$ cat src/rtl/mem_stage_pkg.sv
// MEM stage shared constants.
// Access FSM encodings and the write-back read-data default.
package mem_stage_pkg;

  localparam logic [0:0] ST_IDLE = 1'b0;
  localparam logic [0:0] ST_WAIT = 1'b1;

  localparam logic [31:0] WB_RDATA_DEFAULT = 32'h0;

endpackage

$ cat src/rtl/mem_stage_dmem_access_fsm.sv
// Data-memory access sequencer for a variable-latency memory.
// Holds the request until ack or until the wait budget runs out.
module dmem_access_fsm
  import mem_stage_pkg::*;
#(
  parameter int TIMEOUT = 16
) (
  input  logic clk,
  input  logic rst_n,
  input  logic mem_op,
  input  logic misaligned,
  input  logic dmem_ack,
  output logic req,
  output logic stall,
  output logic done,
  output logic timeout
);

  localparam int CW = $clog2(TIMEOUT + 1);

  logic [0:0]    state;
  logic [0:0]    state_nx;
  logic [CW-1:0] cnt;
  logic [CW-1:0] cnt_nx;

  always_comb begin
    state_nx = state;
    cnt_nx   = cnt;
    req      = 1'b0;
    stall    = 1'b0;
    done     = 1'b0;
    timeout  = 1'b0;
    unique case (state)
      ST_IDLE: begin
        if (mem_op && !misaligned) begin
          req = 1'b1;
          if (dmem_ack) begin
            done = 1'b1;
          end else begin
            stall    = 1'b1;
            state_nx = ST_WAIT;
            cnt_nx   = CW'(1);
          end
        end
      end
      ST_WAIT: begin
        req = 1'b1;
        // ack wins over an expiring budget in the same cycle
        if (dmem_ack) begin
          done     = 1'b1;
          state_nx = ST_IDLE;
          cnt_nx   = '0;
        end else if (cnt == CW'(TIMEOUT)) begin
          timeout  = 1'b1;
          state_nx = ST_IDLE;
          cnt_nx   = '0;
        end else begin
          stall  = 1'b1;
          cnt_nx = cnt + CW'(1);
        end
      end
    endcase
  end

  always_ff @(posedge clk or negedge rst_n) begin
    if (!rst_n) begin
      state <= ST_IDLE;
      cnt   <= '0;
    end else begin
      state <= state_nx;
      cnt   <= cnt_nx;
    end
  end

endmodule

$ cat src/rtl/mem_stage.sv
// Pipeline MEM stage: EX/MEM capture, branch resolution,
// data-memory access with stall, and the MEM/WB register.
module mem_stage
  import mem_stage_pkg::*;
#(
  parameter int NB_PC   = 32,
  parameter int NB_DATA = 32,
  parameter int NB_REG  = 5,
  parameter int NB_ADDR = 10,
  parameter int TIMEOUT = 16
) (
  input  logic               i_clock,
  input  logic               i_reset_n,
  input  logic               i_MEM_valid,
  input  logic               i_MEM_flush,
  input  logic               i_MEM_reg_write,
  input  logic               i_MEM_mem_to_reg,
  input  logic               i_MEM_mem_read,
  input  logic               i_MEM_mem_write,
  input  logic               i_MEM_branch,
  input  logic [NB_PC-1:0]   i_MEM_branch_addr,
  input  logic               i_MEM_zero,
  input  logic [NB_DATA-1:0] i_MEM_alu_result,
  input  logic [NB_DATA-1:0] i_MEM_store_data,
  input  logic [NB_REG-1:0]  i_MEM_selected_reg,
  output logic               o_MEM_stall,
  output logic               o_MEM_pc_src,
  output logic [NB_PC-1:0]   o_MEM_branch_addr,
  output logic               o_MEM_error,
  output logic               o_dmem_req,
  output logic               o_dmem_we,
  output logic [NB_ADDR-1:0] o_dmem_addr,
  output logic [NB_DATA-1:0] o_dmem_wdata,
  input  logic               i_dmem_ack,
  input  logic [NB_DATA-1:0] i_dmem_rdata,
  output logic               o_WB_valid,
  output logic               o_WB_reg_write,
  output logic               o_WB_mem_to_reg,
  output logic [NB_DATA-1:0] o_WB_read_data,
  output logic [NB_DATA-1:0] o_WB_alu_result,
  output logic [NB_REG-1:0]  o_WB_selected_reg
);

  logic               em_valid;
  logic               em_reg_write;
  logic               em_mem_to_reg;
  logic               em_mem_read;
  logic               em_mem_write;
  logic               em_branch;
  logic               em_zero;
  logic [NB_PC-1:0]   em_branch_addr;
  logic [NB_DATA-1:0] em_alu_result;
  logic [NB_DATA-1:0] em_store_data;
  logic [NB_REG-1:0]  em_selected_reg;

  logic mem_op;
  logic misaligned;
  logic is_load;
  logic stall;
  logic done;
  logic timeout;
  logic wb_reg_write;

  always_ff @(posedge i_clock or negedge i_reset_n) begin
    if (!i_reset_n) begin
      em_valid        <= 1'b0;
      em_reg_write    <= 1'b0;
      em_mem_to_reg   <= 1'b0;
      em_mem_read     <= 1'b0;
      em_mem_write    <= 1'b0;
      em_branch       <= 1'b0;
      em_zero         <= 1'b0;
      em_branch_addr  <= '0;
      em_alu_result   <= '0;
      em_store_data   <= '0;
      em_selected_reg <= '0;
    end else if (!stall) begin
      em_valid        <= i_MEM_valid & ~i_MEM_flush;
      em_reg_write    <= i_MEM_reg_write;
      em_mem_to_reg   <= i_MEM_mem_to_reg;
      em_mem_read     <= i_MEM_mem_read;
      em_mem_write    <= i_MEM_mem_write;
      em_branch       <= i_MEM_branch;
      em_zero         <= i_MEM_zero;
      em_branch_addr  <= i_MEM_branch_addr;
      em_alu_result   <= i_MEM_alu_result;
      em_store_data   <= i_MEM_store_data;
      em_selected_reg <= i_MEM_selected_reg;
    end
  end

  assign mem_op     = em_valid & (em_mem_read | em_mem_write);
  assign misaligned = mem_op & (em_alu_result[1:0] != 2'b00);
  // read+write together behaves as a store
  assign is_load    = em_mem_read & ~em_mem_write;

  dmem_access_fsm #(
    .TIMEOUT (TIMEOUT)
  ) u_fsm (
    .clk        (i_clock),
    .rst_n      (i_reset_n),
    .mem_op     (mem_op),
    .misaligned (misaligned),
    .dmem_ack   (i_dmem_ack),
    .req        (o_dmem_req),
    .stall      (stall),
    .done       (done),
    .timeout    (timeout)
  );

  assign o_MEM_stall       = stall;
  assign o_MEM_pc_src      = em_valid & em_branch & em_zero;
  assign o_MEM_branch_addr = em_branch_addr;
  assign o_dmem_we         = em_mem_write;
  assign o_dmem_addr       = em_alu_result[NB_ADDR+1:2];
  assign o_dmem_wdata      = em_store_data;

  always_ff @(posedge i_clock or negedge i_reset_n) begin
    if (!i_reset_n) begin
      o_WB_valid        <= 1'b0;
      wb_reg_write      <= 1'b0;
      o_WB_mem_to_reg   <= 1'b0;
      o_WB_read_data    <= '0;
      o_WB_alu_result   <= '0;
      o_WB_selected_reg <= '0;
    end else if (stall) begin
      o_WB_valid        <= 1'b0;
      wb_reg_write      <= 1'b0;
      o_WB_mem_to_reg   <= 1'b0;
      o_WB_read_data    <= '0;
      o_WB_alu_result   <= '0;
      o_WB_selected_reg <= '0;
    end else begin
      o_WB_valid        <= em_valid;
      wb_reg_write      <= em_reg_write & ~misaligned & ~timeout;
      o_WB_mem_to_reg   <= em_mem_to_reg;
      o_WB_read_data    <= (is_load & done) ? i_dmem_rdata
                                            : NB_DATA'(WB_RDATA_DEFAULT);
      o_WB_alu_result   <= em_alu_result;
      o_WB_selected_reg <= em_selected_reg;
    end
  end

  assign o_WB_reg_write = o_WB_valid & wb_reg_write;

  always_ff @(posedge i_clock or negedge i_reset_n) begin
    if (!i_reset_n) begin
      o_MEM_error <= 1'b0;
    end else if (misaligned | timeout) begin
      o_MEM_error <= 1'b1;
    end
  end

endmodule

$ cat config.mk
export PLATFORM = sky130hd
export DESIGN_NAME = mem_stage
export DESIGN_NICKNAME = d
export VERILOG_FILES = /design/src/rtl/mem_stage_pkg.sv /design/src/rtl/mem_stage_dmem_access_fsm.sv /design/src/rtl/mem_stage.sv
export SDC_FILE = /design/constraint.sdc
export NUM_CORES = 1
export LEC_CHECK = 0
export CELL_PAD_IN_SITES_DETAIL_PLACEMENT = 0
export CELL_PAD_IN_SITES_GLOBAL_PLACEMENT = 2
export CORE_MARGIN = 8
export CORE_UTILIZATION = 28
export CTS_BUF_LIST = sky130_fd_sc_hd__clkbuf_8
export DETAILED_ROUTE_END_ITERATION = 10
export HOLD_SLACK_MARGIN = 0.03
export PLACE_DENSITY = 0.86
export SETUP_SLACK_MARGIN = 0.4
export SKIP_CTS_REPAIR_TIMING = 1
export SLEW_MARGIN = 10
export SYNTH_ARGS = -nofsm -noshare
export SYNTH_HDL_FRONTEND = slang
export SYNTH_HIERARCHICAL = 1
export SYNTH_SLANG_ARGS = --single-unit
$ cat constraint.sdc
create_clock -name i_clock -period 2.3 [get_ports i_clock]
set_input_delay 0.46 -clock i_clock [delete_from_list [all_inputs] [get_ports i_clock]]
set_output_delay 0.46 -clock i_clock [all_outputs]
set_load 0.005 [all_outputs]
**Word level (Yosys, flattened, before mapping)**

Cells that the tools add are included.
Widths: inputs -> output; s select.

- Register bits: 187
- Logic and storage cells: 70

- Eq/ne operators: 3
- Add/sub/neg operators: 1
- Reductions and logical operators: 4
- Bitwise gates (word level): 17
- Mux-type cells: 25

Operators with widths:

| kind | number |
|---|---|
| $mux 32 | 3 |
| $mux 5 | 5 |
| $mux 1 | 13 |
| $and 1x1->1 | 10 |
| $pmux 5 s2 | 1 |
| $pmux 1 s2 | 3 |
| $add 5x1->5 const B | 1 |
| $eq 5x5->1 const B | 1 |
| $not 1->1 | 5 |
| $ne 2x1->1 const B | 1 |
| $ne 2x2->1 const B | 1 |
| $or 1x1->1 | 2 |
| $reduce_and 2->1 | 1 |
| $reduce_bool 2->1 | 1 |
| $logic_and 1x1->1 | 1 |
| $logic_not 1->1 | 1 |

**Longest topological paths before layout**

- Word-level depth: 10
- Gate-level depth with buffers: 10
- Gate-level depth less buffers: 7

**By module**

Netlist, hierarchy kept.

By module, submodules not included:

| module | cells each | area an instance (µm²) | times used |
|---|---|---|---|
| mem_stage | 399 | 6428.7 | 1 |
| dmem_access_fsm | 37 | 375.4 | 1 |

**Least setup slack after synthesis**

OpenSTA, ideal clock, no wires.

- Path type: reg2reg
- From: reg em_mem_write, in the netlist o_dmem_we
- To: reg em_alu_result[0]
- Arrival: 1998 ps
- Library setup time: 125 ps
- Required time: 2175 ps
- Buffers on the path: 3
- Setup slack: 177 ps
- Clock period less this slack: 2123 ps
- Cell stages (with the launch flop): 9
- Cell sequence: dfrtp_1 -> o221a_2 -> nand2b_1 -> a21o_1 -> nor2_1 -> buf_2 -> buf_6 -> buf_2 -> mux2_2

- Word-level cells in the longest chain between the ends: 7

RTL lines:

| element | line | source |
|---|---|---|
| from (decl) | mem_stage.sv:48 | `logic em_mem_write;` |
| from (signal assigned) | mem_stage.sv:82 | `em_mem_write <= i_MEM_mem_write;` |
| $or 1x1->1 | mem_stage.sv:92 | `assign mem_op = em_valid & (em_mem_read \| em_mem_write);` |
| $and 1x1->1 | mem_stage.sv:92 |  |
| $and 1x1->1 | mem_stage.sv:93 | `assign misaligned = mem_op & (em_alu_result[1:0] != 2'b00);` |
| net misaligned | mem_stage.sv:57 | `logic misaligned;` |
| $logic_not 1->1 | mem_stage_dmem_access_fsm.sv:35 | `if (mem_op && !misaligned) begin` |
| $logic_and 1x1->1 | mem_stage_dmem_access_fsm.sv:35 |  |
| $mux 1 | mem_stage_dmem_access_fsm.sv:35 |  |
| $pmux 1 s2 | mem_stage_dmem_access_fsm.sv:33 | `unique case (state)` |
| net o_MEM_stall | mem_stage.sv:26 | `output logic o_MEM_stall,` |
| to (signal assigned) | mem_stage.sv:86 | `em_alu_result <= i_MEM_alu_result;` |
| to (decl) | mem_stage.sv:52 | `logic [NB_DATA-1:0] em_alu_result;` |

The timed path passes the listed nets, and every way through them passes these cells.
A chain may end at the register's enable or synchronous reset.

**Worst setup path in the final report**

- From: reg em_alu_result[1]
- To: out o_MEM_stall

- Word-level cells in the longest chain between the ends: 6

RTL lines:

| element | line |
|---|---|
| $reduce_bool 2->1 | mem_stage.sv:93 |
| $and 1x1->1 | mem_stage.sv:93 |
| net misaligned | mem_stage.sv:57 |
| $logic_not 1->1 | mem_stage_dmem_access_fsm.sv:35 |
| $logic_and 1x1->1 | mem_stage_dmem_access_fsm.sv:35 |
| $mux 1 | mem_stage_dmem_access_fsm.sv:35 |
| $pmux 1 s2 | mem_stage_dmem_access_fsm.sv:33 |
| to (decl) | mem_stage.sv:26 |

The timed path passes the listed nets, and every way through them passes these cells.

==> impl_metrics.csv <==
group,metric,value,unit
run_status,status,"completed",
detailed_routing,ant_nets,0,
yosys,synth_area_per_cell,15.6,um^2
sta,period_needed,2150,ps
grt,grt_use_total,0.122,
critical_path,worst_setup_path_start_kind,"flop",
floorplan,core,0.0241,mm^2
layout,layout.nets,927,
yosys,yosysWarnings,6,
critical_path,path_cells,"o221a_4, nand2b_4, a21o_1, nor2_4, clkbuf_2",
pwr,ir_drop,0.339,mV
critical_path,crit_slowest_cell,"dfrtp_1",
clocking,tritoncts,"built",
detailed_routing,drc,0,
yosys,ys_ff_latch,187,
critical_path,cp.required,1840,ps
clocking,cts_buffers,17,
yosys,synthCells,436,
grt,grt_start_max_net_pins,53,
critical_path,endpoint_kind,"output pin",
yosys,synth.cell_area,0.00680,mm^2
sta,final.setup.tns,0,ps
floorplan,io_pins,295,
critical_path,cpPeakStageDelay,400,ps
detailed_routing,vias,4720,
clocking,clock_latency,460,ps
clocking,clockRootBuffer,"clkbuf_8",
layout,drive_above_1_share,0.271,
place,dpl_cell_area,0.0102,mm^2
layout,syn_to_final_growth,66.9,%
critical_path,critical_path_class,"flop to output pin",
sta,skew,10.6,ps
flow_run,max_cap_viol_count,0,
sta,hold_viol,0,
critical_path,r2r_start,"em_alu_result[1]",
place,place.gp.congestion,0.737,
critical_path,cp_data_arrival_time,1690,ps
clocking,ctsHtreeMaxLevel,4,
sta,max_slew_margin,0.743,
detailed_routing,drt_first_pass_iters,4,
floorplan,die_x,172,um
yosys,ys_seq_area_frac,0.688,
floorplan,num_rows,57,
clocking,path_clk_slew,100,ps
detailed_routing,drt-wirelength-per-cell,18.3,um
place,dp_hpwl,13.9,mm
clocking,cts_max_path_buffers,2,
floorplan,die_height,172,um
detailed_routing,drtIter0Drc,172,
sta,fmax,465,MHz
layout,utilization,0.471,
yosys,synth_fp_nets,582,
detailed_routing,viasPerCell,4.22,
sta,worst_hold_slack,485,ps
grt,grt_pass1_wl,27.3,mm
sta,setup_viol,0,
place,numPlacedInstances,1038,
sta,min_period_over_period,0.935,
sta,tightest_slew,386,ps
grt,antenna_found_initial,0,
layout,final_cell_area,0.0114,mm^2
layout,instances_no_fill,1118,
sta,postLayoutSetupSlackWorst,150,ps
layout,layout_commonest_cell,"clkdlybuf4s50_1",
critical_path,r2r-end,"em_alu_result[21]",
hold_path,min_path_type,"input pin to async pin",
floorplan,start_util,0.282,
pwr,p_per_area,702,mW/mm^2
floorplan,dieArea,0.0295,mm^2
grt,grt_overflow,0,
detailed_routing,drt_wl_total,20.5,mm
sta,drv_slew,0,
critical_path,path_max_fanout,2,
pwr,power.total,7.97,mW
layout,antenna_cells,0,
clocking,cts_num_sinks,187,
grt,grt_pass1_vias,4695,
critical_path,r2r_slack,170,ps
layout,layout_common_cells,"clkdlybuf4s50_1, dfrtp_1, mux2_2, nor2b_1, and2_1",
place,pre_cts_slack,48.5,ps
place,place.port_buffers,294,
sta,rsz0062_at_grt,"true",
critical_path,reg2regPathDepth,9,
pwr,power.leakage,4.91,nW
yosys,synth_cell_types,32,
cells in the mapped netlist, drive strengths merged:
library cell	number	share of area
and3	1	0.00092
a21o	1	0.0011
and2b	1	0.0011
clkbuf	7	0.0044
nor2b	40	0.037
and4bb	1	0.0018
nand2b	4	0.0037
mux2	107	0.18
o2bb2ai	3	0.0039
nor3b	1	0.0018
nand3	2	0.0015
nor2	4	0.0022
a22oi	1	0.0011
o21a	1	0.0011
a22o	1	0.0013
o221a	1	0.0017
o21ai	1	0.00073
and2	34	0.031
nand4bb	1	0.0040
ha	2	0.0037
or3	1	0.00092
o22ai	1	0.00092
inv	4	0.0022
nor4b	1	0.0013
dfrtp	187	0.69
xor2	2	0.0026
nand2	3	0.0017
buf	23	0.022
cell type report:
| class | instances | area [um^2] |
|---|---|---|
| repair buffers | 356 | 3820 |
| clock inverters | 15 | 196 |
| multi-input cells | 215 | 2010 |
| fillers | 2214 | 12800 |
| inverters | 4 | 15.0 |
| flip-flops and latches | 187 | 4680 |
| well taps | 324 | 405 |
| clock buffers | 17 | 234 |
critical path: cells and delay by family, from the launching register on:
| kind | cells | cell delay, ps |
|---|---|---|
| AND/OR/NAND/NOR | 2 | 230 |
| flip-flops | 1 | 400 |
| AO/OA/AOI/OAI | 2 | 470 |
| buffers and inverters | 1 | 120 |
worst max path at each step:
stage	to	cells after the start	from	slack [ps]
floorplan	em_alu_result[0]	8	em_alu_result[1]	330
global placement	em_alu_result[19]	6	i_dmem_ack	70
detailed placement	o_dmem_wdata[24]	6	i_dmem_ack	50
CTS	o_MEM_stall	5	em_alu_result[1]	-390
global route	o_MEM_stall	5	em_alu_result[1]	50
finish	o_MEM_stall	5	em_alu_result[1]	150
cell families (layout without fill, tap and decap cells):
logic type	count (synthesis)	in the layout	share of synthesized area
buf+inv	34	392	0.0281
simple gates	94	94	0.0890
flops	187	187	0.688
mux	107	107	0.177
compound gates	10	10	0.0118
xor+xnor	2	2	0.00257
fa+ha+maj	2	2	0.00368
per-layer routing:
layer  global-route usage  vias to the layer above  part of all wire
met1                0.136                     2389              0.39
met4               0.0315                        0            0.0095
met2                0.204                      183              0.50
li1                     -                     2133                 -
met5                    0                        -                 0
met3               0.0596                       15              0.10
report_power, final:
group	switching (mW)	leakage, nW	total [mW]	internal, mW
clock	1.23	0.230	2.43	1.19
combinational	0.599	2.41	1.78	1.19
sequential	0.148	2.27	3.76	3.61
No activity file was read; power rests on OpenSTA's default activity.
